[config.mk]
export PLATFORM = sky130hd
export DESIGN_NAME = m_ctrl_fsm
export DESIGN_NICKNAME = d
export VERILOG_FILES = /design/src/rtl/m_ctrl_pkg.sv /design/src/rtl/m_ctrl_decode.sv /design/src/rtl/m_ctrl_fsm.sv
export SDC_FILE = /design/constraint.sdc
export NUM_CORES = 1
export LEC_CHECK = 0
export CELL_PAD_IN_SITES_DETAIL_PLACEMENT = 1
export CELL_PAD_IN_SITES_GLOBAL_PLACEMENT = 1
export CORE_ASPECT_RATIO = 0.5
export CORE_MARGIN = 4
export CORE_UTILIZATION = 29
export CTS_CLUSTER_SIZE = 20
export DETAILED_ROUTE_END_ITERATION = 12
export PLACE_DENSITY = 0.78
export SLEW_MARGIN = 15
export SYNTH_ARGS = -nofsm -noshare
export SYNTH_HDL_FRONTEND = slang
export SYNTH_HIERARCHICAL = 1
export SYNTH_SLANG_ARGS = --single-unit
[constraint.sdc]
create_clock -name clk -period 1.87 [get_ports clk]
set_input_delay 0.4675 -clock clk [delete_from_list [all_inputs] [get_ports clk]]
set_output_delay 0.4675 -clock clk [all_outputs]
set_load 0.01 [all_outputs]
[src/rtl/m_ctrl_pkg.sv]
// Shared encodings for the multicycle control FSM: states, ALU op codes,
// opcode/funct constants and the ctrl bus field layout.
package m_ctrl_pkg;

    typedef enum logic [4:0] {
        S_IF      = 5'd0,
        S_ID      = 5'd1,
        S_EX_R    = 5'd2,
        S_WB_R    = 5'd3,
        S_EX_I    = 5'd4,
        S_WB_I    = 5'd5,
        S_LUI_WB  = 5'd6,
        S_EX_MEM  = 5'd7,
        S_MEM_RD  = 5'd8,
        S_MEM_WR  = 5'd9,
        S_WB_LW   = 5'd10,
        S_EX_BEQ  = 5'd11,
        S_EX_BNE  = 5'd12,
        S_EX_J    = 5'd13,
        S_EX_JR   = 5'd14,
        S_EX_JAL  = 5'd15,
        S_ILLEGAL = 5'd16,
        S_FAULT   = 5'd17
    } state_t;

    typedef enum logic [2:0] {
        ALU_AND = 3'b000,
        ALU_OR  = 3'b001,
        ALU_ADD = 3'b010,
        ALU_XOR = 3'b011,
        ALU_NOR = 3'b100,
        ALU_SRL = 3'b101,
        ALU_SUB = 3'b110,
        ALU_SLT = 3'b111
    } alu_op_t;

    // Field order fixes the bit positions of the 14-bit ctrl output, MSB first.
    typedef struct packed {
        logic       pc_write;
        logic       pc_write_cond;
        logic       ior_d;
        logic       ir_write;
        logic [1:0] mem_to_reg;
        logic [1:0] pc_source;
        logic [1:0] alu_src_b;
        logic       alu_src_a;
        logic       reg_write;
        logic [1:0] reg_dst;
    } ctrl_t;

    localparam int CTRL_W = $bits(ctrl_t);

    localparam logic [5:0] OP_RTYPE = 6'b000000;
    localparam logic [5:0] OP_J     = 6'b000010;
    localparam logic [5:0] OP_JAL   = 6'b000011;
    localparam logic [5:0] OP_BEQ   = 6'b000100;
    localparam logic [5:0] OP_BNE   = 6'b000101;
    localparam logic [5:0] OP_ADDI  = 6'b001000;
    localparam logic [5:0] OP_SLTI  = 6'b001010;
    localparam logic [5:0] OP_ANDI  = 6'b001100;
    localparam logic [5:0] OP_ORI   = 6'b001101;
    localparam logic [5:0] OP_XORI  = 6'b001110;
    localparam logic [5:0] OP_LUI   = 6'b001111;
    localparam logic [5:0] OP_LW    = 6'b100011;
    localparam logic [5:0] OP_SW    = 6'b101011;

    localparam logic [5:0] FN_SRL = 6'b000010;
    localparam logic [5:0] FN_JR  = 6'b001000;
    localparam logic [5:0] FN_ADD = 6'b100000;
    localparam logic [5:0] FN_SUB = 6'b100010;
    localparam logic [5:0] FN_AND = 6'b100100;
    localparam logic [5:0] FN_OR  = 6'b100101;
    localparam logic [5:0] FN_XOR = 6'b100110;
    localparam logic [5:0] FN_NOR = 6'b100111;
    localparam logic [5:0] FN_SLT = 6'b101010;

    function automatic int wait_cnt_w(input int lim);
        return (lim <= 0) ? 1 : $clog2(lim + 1);
    endfunction

endpackage

[src/rtl/m_ctrl_decode.sv]
// Combinational instruction decode: opcode/funct to post-ID state and ALU op.
// Zero latency; no handshake.
module m_ctrl_decode
    import m_ctrl_pkg::*;
#(
    parameter bit HAS_JAL = 1'b1
) (
    input  logic [5:0] opcode,
    input  logic [5:0] funct,
    output state_t     nxt,
    output alu_op_t    alu
);

    always_comb begin
        nxt = S_ILLEGAL;
        alu = ALU_ADD;
        case (opcode)
            OP_RTYPE: begin
                case (funct)
                    FN_ADD: begin nxt = S_EX_R; alu = ALU_ADD; end
                    FN_SUB: begin nxt = S_EX_R; alu = ALU_SUB; end
                    FN_AND: begin nxt = S_EX_R; alu = ALU_AND; end
                    FN_OR:  begin nxt = S_EX_R; alu = ALU_OR;  end
                    FN_XOR: begin nxt = S_EX_R; alu = ALU_XOR; end
                    FN_NOR: begin nxt = S_EX_R; alu = ALU_NOR; end
                    FN_SLT: begin nxt = S_EX_R; alu = ALU_SLT; end
                    FN_SRL: begin nxt = S_EX_R; alu = ALU_SRL; end
                    FN_JR:  nxt = S_EX_JR;
                    default: nxt = S_ILLEGAL;
                endcase
            end
            OP_ADDI: begin nxt = S_EX_I; alu = ALU_ADD; end
            OP_SLTI: begin nxt = S_EX_I; alu = ALU_SLT; end
            OP_ANDI: begin nxt = S_EX_I; alu = ALU_AND; end
            OP_ORI:  begin nxt = S_EX_I; alu = ALU_OR;  end
            OP_XORI: begin nxt = S_EX_I; alu = ALU_XOR; end
            OP_LUI:  nxt = S_LUI_WB;
            OP_LW,
            OP_SW:   nxt = S_EX_MEM;
            OP_BEQ:  begin nxt = S_EX_BEQ; alu = ALU_SUB; end
            OP_BNE:  begin nxt = S_EX_BNE; alu = ALU_SUB; end
            OP_J:    nxt = S_EX_J;
            OP_JAL:  nxt = HAS_JAL ? S_EX_JAL : S_ILLEGAL;
            default: nxt = S_ILLEGAL;
        endcase
    end

endmodule

[src/rtl/m_ctrl_fsm.sv]
// Multicycle CPU control FSM with memory-wait watchdog; outputs Moore-decoded from state.
// IF/MEM_RD/MEM_WR stall while MIO_ready is low; WAIT_LIMIT low cycles in a row lands in FAULT.
module m_ctrl_fsm
    import m_ctrl_pkg::*;
#(
    parameter int WAIT_LIMIT = 8,
    parameter bit HAS_JAL    = 1'b1
) (
    input  logic              clk,
    input  logic              reset,
    input  logic              MIO_ready,
    input  logic [31:0]       Inst,
    input  logic              zero,
    output logic [CTRL_W-1:0] ctrl,
    output logic              Branch,
    output logic [2:0]        ALU_operation,
    output logic              MemRead,
    output logic              MemWrite,
    output logic              CPU_MIO,
    output logic              illegal_inst,
    output logic              bus_fault,
    output logic [4:0]        state_out
);

    localparam int CW = wait_cnt_w(WAIT_LIMIT);
    localparam logic [CW-1:0] LIM_M1 = CW'((WAIT_LIMIT <= 0) ? 0 : WAIT_LIMIT - 1);

    state_t          state;
    logic [CW-1:0]   wait_cnt;
    alu_op_t         alu_q;
    state_t          dec_nxt;
    alu_op_t         dec_alu;
    logic            waiting;
    logic            timeout;
    ctrl_t           c;
    alu_op_t         alu;
    logic            unused_bits;

    // The branch decision is made in the datapath; zero and the immediate bits are not needed here.
    assign unused_bits = ^{zero, Inst[25:6]};

    m_ctrl_decode #(.HAS_JAL(HAS_JAL)) u_decode (
        .opcode (Inst[31:26]),
        .funct  (Inst[5:0]),
        .nxt    (dec_nxt),
        .alu    (dec_alu)
    );

    assign waiting = (state == S_IF || state == S_MEM_RD || state == S_MEM_WR) && !MIO_ready;
    assign timeout = waiting && (WAIT_LIMIT > 0) && (wait_cnt == LIM_M1);

    always_ff @(posedge clk or negedge reset) begin
        if (!reset) begin
            state    <= S_IF;
            wait_cnt <= '0;
            alu_q    <= ALU_ADD;
        end else begin
            // Any state change or completed handshake clears the count, so entry always starts at zero.
            if (waiting && (WAIT_LIMIT > 0) && !timeout)
                wait_cnt <= wait_cnt + 1'b1;
            else
                wait_cnt <= '0;

            case (state)
                S_IF: begin
                    if (MIO_ready)    state <= S_ID;
                    else if (timeout) state <= S_FAULT;
                end
                S_ID: begin
                    state <= dec_nxt;
                    alu_q <= dec_alu;
                end
                S_EX_R:   state <= S_WB_R;
                S_EX_I:   state <= S_WB_I;
                S_EX_MEM: state <= (Inst[31:26] == OP_SW) ? S_MEM_WR : S_MEM_RD;
                S_MEM_RD: begin
                    if (MIO_ready)    state <= S_WB_LW;
                    else if (timeout) state <= S_FAULT;
                end
                S_MEM_WR: begin
                    if (MIO_ready)    state <= S_IF;
                    else if (timeout) state <= S_FAULT;
                end
                S_FAULT:  state <= S_FAULT;
                default:  state <= S_IF;
            endcase
        end
    end

    always_comb begin
        c        = '0;
        alu      = ALU_ADD;
        Branch   = 1'b0;
        MemRead  = 1'b0;
        MemWrite = 1'b0;
        CPU_MIO  = 1'b0;
        case (state)
            S_IF: begin
                // Reset is folded in so a held reset never commits a fetch.
                c.pc_write = MIO_ready & reset;
                c.ir_write = MIO_ready & reset;
                c.alu_src_b = 2'b01;
                MemRead = 1'b1;
                CPU_MIO = 1'b1;
            end
            S_ID: c.alu_src_b = 2'b11;
            S_EX_R: begin
                c.alu_src_a = 1'b1;
                alu = alu_q;
            end
            S_WB_R: begin
                c.alu_src_a = 1'b1;
                c.reg_write = 1'b1;
                c.reg_dst   = 2'b01;
                alu = alu_q;
            end
            S_EX_I: begin
                c.alu_src_a = 1'b1;
                c.alu_src_b = 2'b10;
                alu = alu_q;
            end
            S_WB_I: begin
                c.alu_src_a = 1'b1;
                c.alu_src_b = 2'b10;
                c.reg_write = 1'b1;
                alu = alu_q;
            end
            S_LUI_WB: begin
                c.mem_to_reg = 2'b01;
                c.alu_src_b  = 2'b11;
                c.reg_write  = 1'b1;
            end
            S_EX_MEM: begin
                c.alu_src_a = 1'b1;
                c.alu_src_b = 2'b10;
            end
            S_MEM_RD: begin
                c.ior_d = 1'b1;
                MemRead = 1'b1;
                CPU_MIO = 1'b1;
            end
            S_MEM_WR: begin
                c.ior_d  = 1'b1;
                MemWrite = 1'b1;
                CPU_MIO  = 1'b1;
            end
            S_WB_LW: begin
                c.mem_to_reg = 2'b10;
                c.reg_write  = 1'b1;
            end
            S_EX_BEQ, S_EX_BNE: begin
                c.pc_write_cond = 1'b1;
                c.pc_source     = 2'b01;
                c.alu_src_a     = 1'b1;
                alu    = ALU_SUB;
                Branch = (state == S_EX_BEQ);
            end
            S_EX_J: begin
                c.pc_write  = 1'b1;
                c.pc_source = 2'b10;
            end
            S_EX_JAL: begin
                c.pc_write   = 1'b1;
                c.pc_source  = 2'b10;
                c.reg_write  = 1'b1;
                c.reg_dst    = 2'b10;
                c.mem_to_reg = 2'b11;
            end
            S_EX_JR: begin
                c.pc_write  = 1'b1;
                c.alu_src_a = 1'b1;
            end
            default: ;
        endcase
    end

    assign ctrl          = c;
    assign ALU_operation = alu;
    assign illegal_inst  = (state == S_ILLEGAL);
    assign bus_fault     = (state == S_FAULT);
    assign state_out     = state;

endmodule

==> impl_metrics.toml <==
[outcome]
status = "finished with violations"
violations = "setup timing"

[sta]
hold_viol_final = 0
layout_worst_path_cycle_share = 1.10
finalSetupViolCount = 25
fmax_ghz = 0.485
fin_ws_ps = -192
max-slew-margin-rel = 0.693
fin_crit_ps = 2060
slew_viol_final = 0
worst_pin_slew_ps = 455
clock_skew_ps = 13.5
rsz0062_at_grt = "yes"

[setup_path]
path_max_fanout = 8
arrival_ps = 1590
path_class = "flip-flop to primary output"
slowest_delay_ps = 540
reg2reg_slack_ps = -120
cp_slowest_cell = "dfrtp_2"
crit_required_ps = 1400
cp_top_family = "flip-flops"
cp-end-kind = "primary output"
cp-start-kind = "flip-flop"
path_buf_inv = 2
crit_chain = "nor2b_4 -> buf_6 -> a22oi_2 -> nor2_2 -> buf_2"

[placed_design]
io_buffers = 42
placed_area_um2 = 2320
hpwl_mm = 4.90
gp_congestion = 0.927
placed_cells = 350

[min_path]
hp-class = "primary input to async pin"

[clock_network]
cts_max_path_buffers = 2
cts.sinks = 12
tritoncts = "yes"
path_clk_slew_ps = 70
h-tree-depth = 1
numCtsBuffers = 3
clock_latency_ps = 250
cts_root_buf = "clkbuf_8"

[synth]
yosys_warnings = 6
synth_top_family_by_area = "simple AND/OR/NAND/NOR gates"
syn_avg_cell_area_um2 = 7.34
syn_inst = 194
synth_compound_area_frac = 0.229
synth-edff-count = 0
muxShareOfSynthArea = 0.0316
synth_seq_cells = 12
synth_xor_area_frac = 0.0369
ys_async_sr_fraction = 1.00
yosysSeqAreaShare = 0.212
yosys.area_share.adder = 0.00879
synth_cell_types = 54
syn-num-nets = 231
synth_area_um2 = 1420
synth_simple_gate_area_share = 0.391
synthFlopType = "dfrtp_1"

[power]
power.density_nw_per_um2 = 1380
ir_drop_uv = 626
p_leak_nw = 1.33

[detailed_routing]
vias = 2165
route.detailed.drc = 0
wl_per_cell_um = 25.4
drtIter0Drc = 131
drt-pass1-iter-count = 4
ant_nets = 0
routed_wl_mm = 9.46
viasPerCell = 5.80

[cells_and_area]
drive_above_1_share = 0.612
final_cell_mix = "60 x buf_4, 33 x buf_6, 21 x buf_2, 18 x nor2_1, 11 x a21oi_1"
fin_area_um2 = 2880
nFillCells = 538
fin_cells = 373
syn_to_final_growth_pct = 102
layout.nets = 345
final_common_cell = "buf_4"
antenna_cells = 0

[global_routing]
overflow = 0
antenna_found_initial = 0
grt_pass1_wl_mm = 12.4
gr-usage-all-layers = 0.259
grt_max_degree = 13
grt_pass1_vias = 2206

[run]
maxCapViolCount = 0

[floorplanning]
die-width_um = 107
start_util = 0.311
die_h_um = 57.5
core_um2 = 4570
dieArea_um2 = 6160
io_pins = 64
core.rowCount = 17
-- metrics by stage --
step / power, W / util / setup TNS, ps / hold WS [ps] / setup WS (ps)
6_report: 0.00398 / 0.630 / -2290 / 310 / -192
5_1_grt: 0.00414 / 0.630 / -3290 / 326 / -207
4_1_cts: 0.00328 / 0.569 / -648 / 498 / -99.2
3_5_place_dp: 0.00262 / 0.508 / -9790 / 489 / -700
3_3_place_gp: 0.00253 / 0.508 / -8470 / 456 / -573
2_1_floorplan: 0.00137 / - / -117 / 172 / -110
-- sequential cells by signal, summed over array words and instances, names as in the netlist --
| name | flops |
|---|---|
| state_out | 5 |
| wait_cnt | 4 |
| alu_q | 3 |
-- cell type report --
class / count / area [um^2] / area share
well taps: 66 / 82.6 / 0.0287
repair buffers: 126 / 1060 / 0.367
multi-input cells: 157 / 1360 / 0.471
inverters: 8 / 30.0 / 0.0104
flip-flops and latches: 12 / 308 / 0.107
clock buffers: 4 / 45.0 / 0.0156
-- per-layer routing --
metal / track usage / part of all wire / up-vias
met3: 0.0497 / 0.062 / 44
met4: 0.133 / 0.049 / 0
met1: 0.300 / 0.40 / 1060
li1: - / - / 939
met5: 0 / 0 / -
met2: 0.460 / 0.49 / 122
-- synth_stat cells (2+ instances only) --
| cell | count | area, um^2 |
|---|---|---|
| nor2_1 | 30 | 113 |
| a21oi_1 | 13 | 65.1 |
| dfrtp_1 | 11 | 275 |
| nand2_1 | 9 | 33.8 |
| inv_1 | 8 | 30.0 |
| nand2b_1 | 8 | 50.1 |
| nor3_1 | 8 | 40.0 |
| buf_2 | 7 | 35.0 |
| nor2b_1 | 7 | 43.8 |
| o21ai_0 | 7 | 35.0 |
| clkbuf_1 | 5 | 18.8 |
| nand3_1 | 5 | 25.0 |
| a31oi_1 | 4 | 25.0 |
| mux2_2 | 4 | 45.0 |
| or3_1 | 4 | 25.0 |
| buf_6 | 3 | 33.8 |
| nor4_1 | 3 | 18.8 |
| o32ai_1 | 3 | 26.3 |
| xnor2_1 | 3 | 26.3 |
| xor2_1 | 3 | 26.3 |
| a22oi_1 | 2 | 15.0 |
| a32oi_1 | 2 | 17.5 |
| and2_1 | 2 | 12.5 |
| and3_1 | 2 | 12.5 |
| and3b_1 | 2 | 17.5 |
| and4_1 | 2 | 17.5 |
| nand4_1 | 2 | 12.5 |
| nor4_2 | 2 | 25.0 |
| o21a_1 | 2 | 15.0 |
| o21ai_1 | 2 | 10.0 |
| o21bai_1 | 2 | 15.0 |
| o32a_1 | 2 | 20.0 |
| or2_2 | 2 | 12.5 |
| or3_4 | 2 | 22.5 |
| or4b_1 | 2 | 20.0 |
-- final timing paths --
path	from	end	cells past startpoint
worst max-delay path	state_out[1]	ctrl[6]	5
worst min-delay path	reset	wait_cnt[1]	2
worst max register to register	state_out[2]	state_out[0]	6
worst min register to register	alu_q[0]	alu_q[0]	1
max in group asynchronous	reset	alu_q[1]	2
min in group clk	alu_q[0]	alu_q[0]	1
-- what timing repair did --
item | in CTS | in global routing
endpoints found under the setup margin | 35 | 29
gates resized for setup | 205 | 58
endpoints found under the hold margin | 0 | 0
setup buffers | 14 | 6
pin swaps | 32 | 24
hold buffers | 0 | 0
-- worst reg2reg max path: stages, from the launching register on --
cell	delay, ps
dfrtp_2	460
buf_6	170
or3_4	420
buf_6	140
or3_4	430
o32a_1	220
o21ai_2	70
-- kinds of logic (layout without fill, tap and decap cells) --
| logic type | Yosys count | in the layout |
|---|---|---|
| simple gates | 98 | 98 |
| flops | 12 | 12 |
| fa+ha+maj | 1 | 1 |
| xor+xnor | 6 | 6 |
| mux | 4 | 4 |
| compound gates | 48 | 48 |
| buf+inv | 25 | 138 |
-- power by group --
group	total, W	switching (W)	internal, W
sequential	0.000543	0.000195	0.000347
clock	0.000263	0.000112	0.000151
combinational	0.00318	0.00157	0.00161
Note: power is estimated with default switching activity, not from simulation.
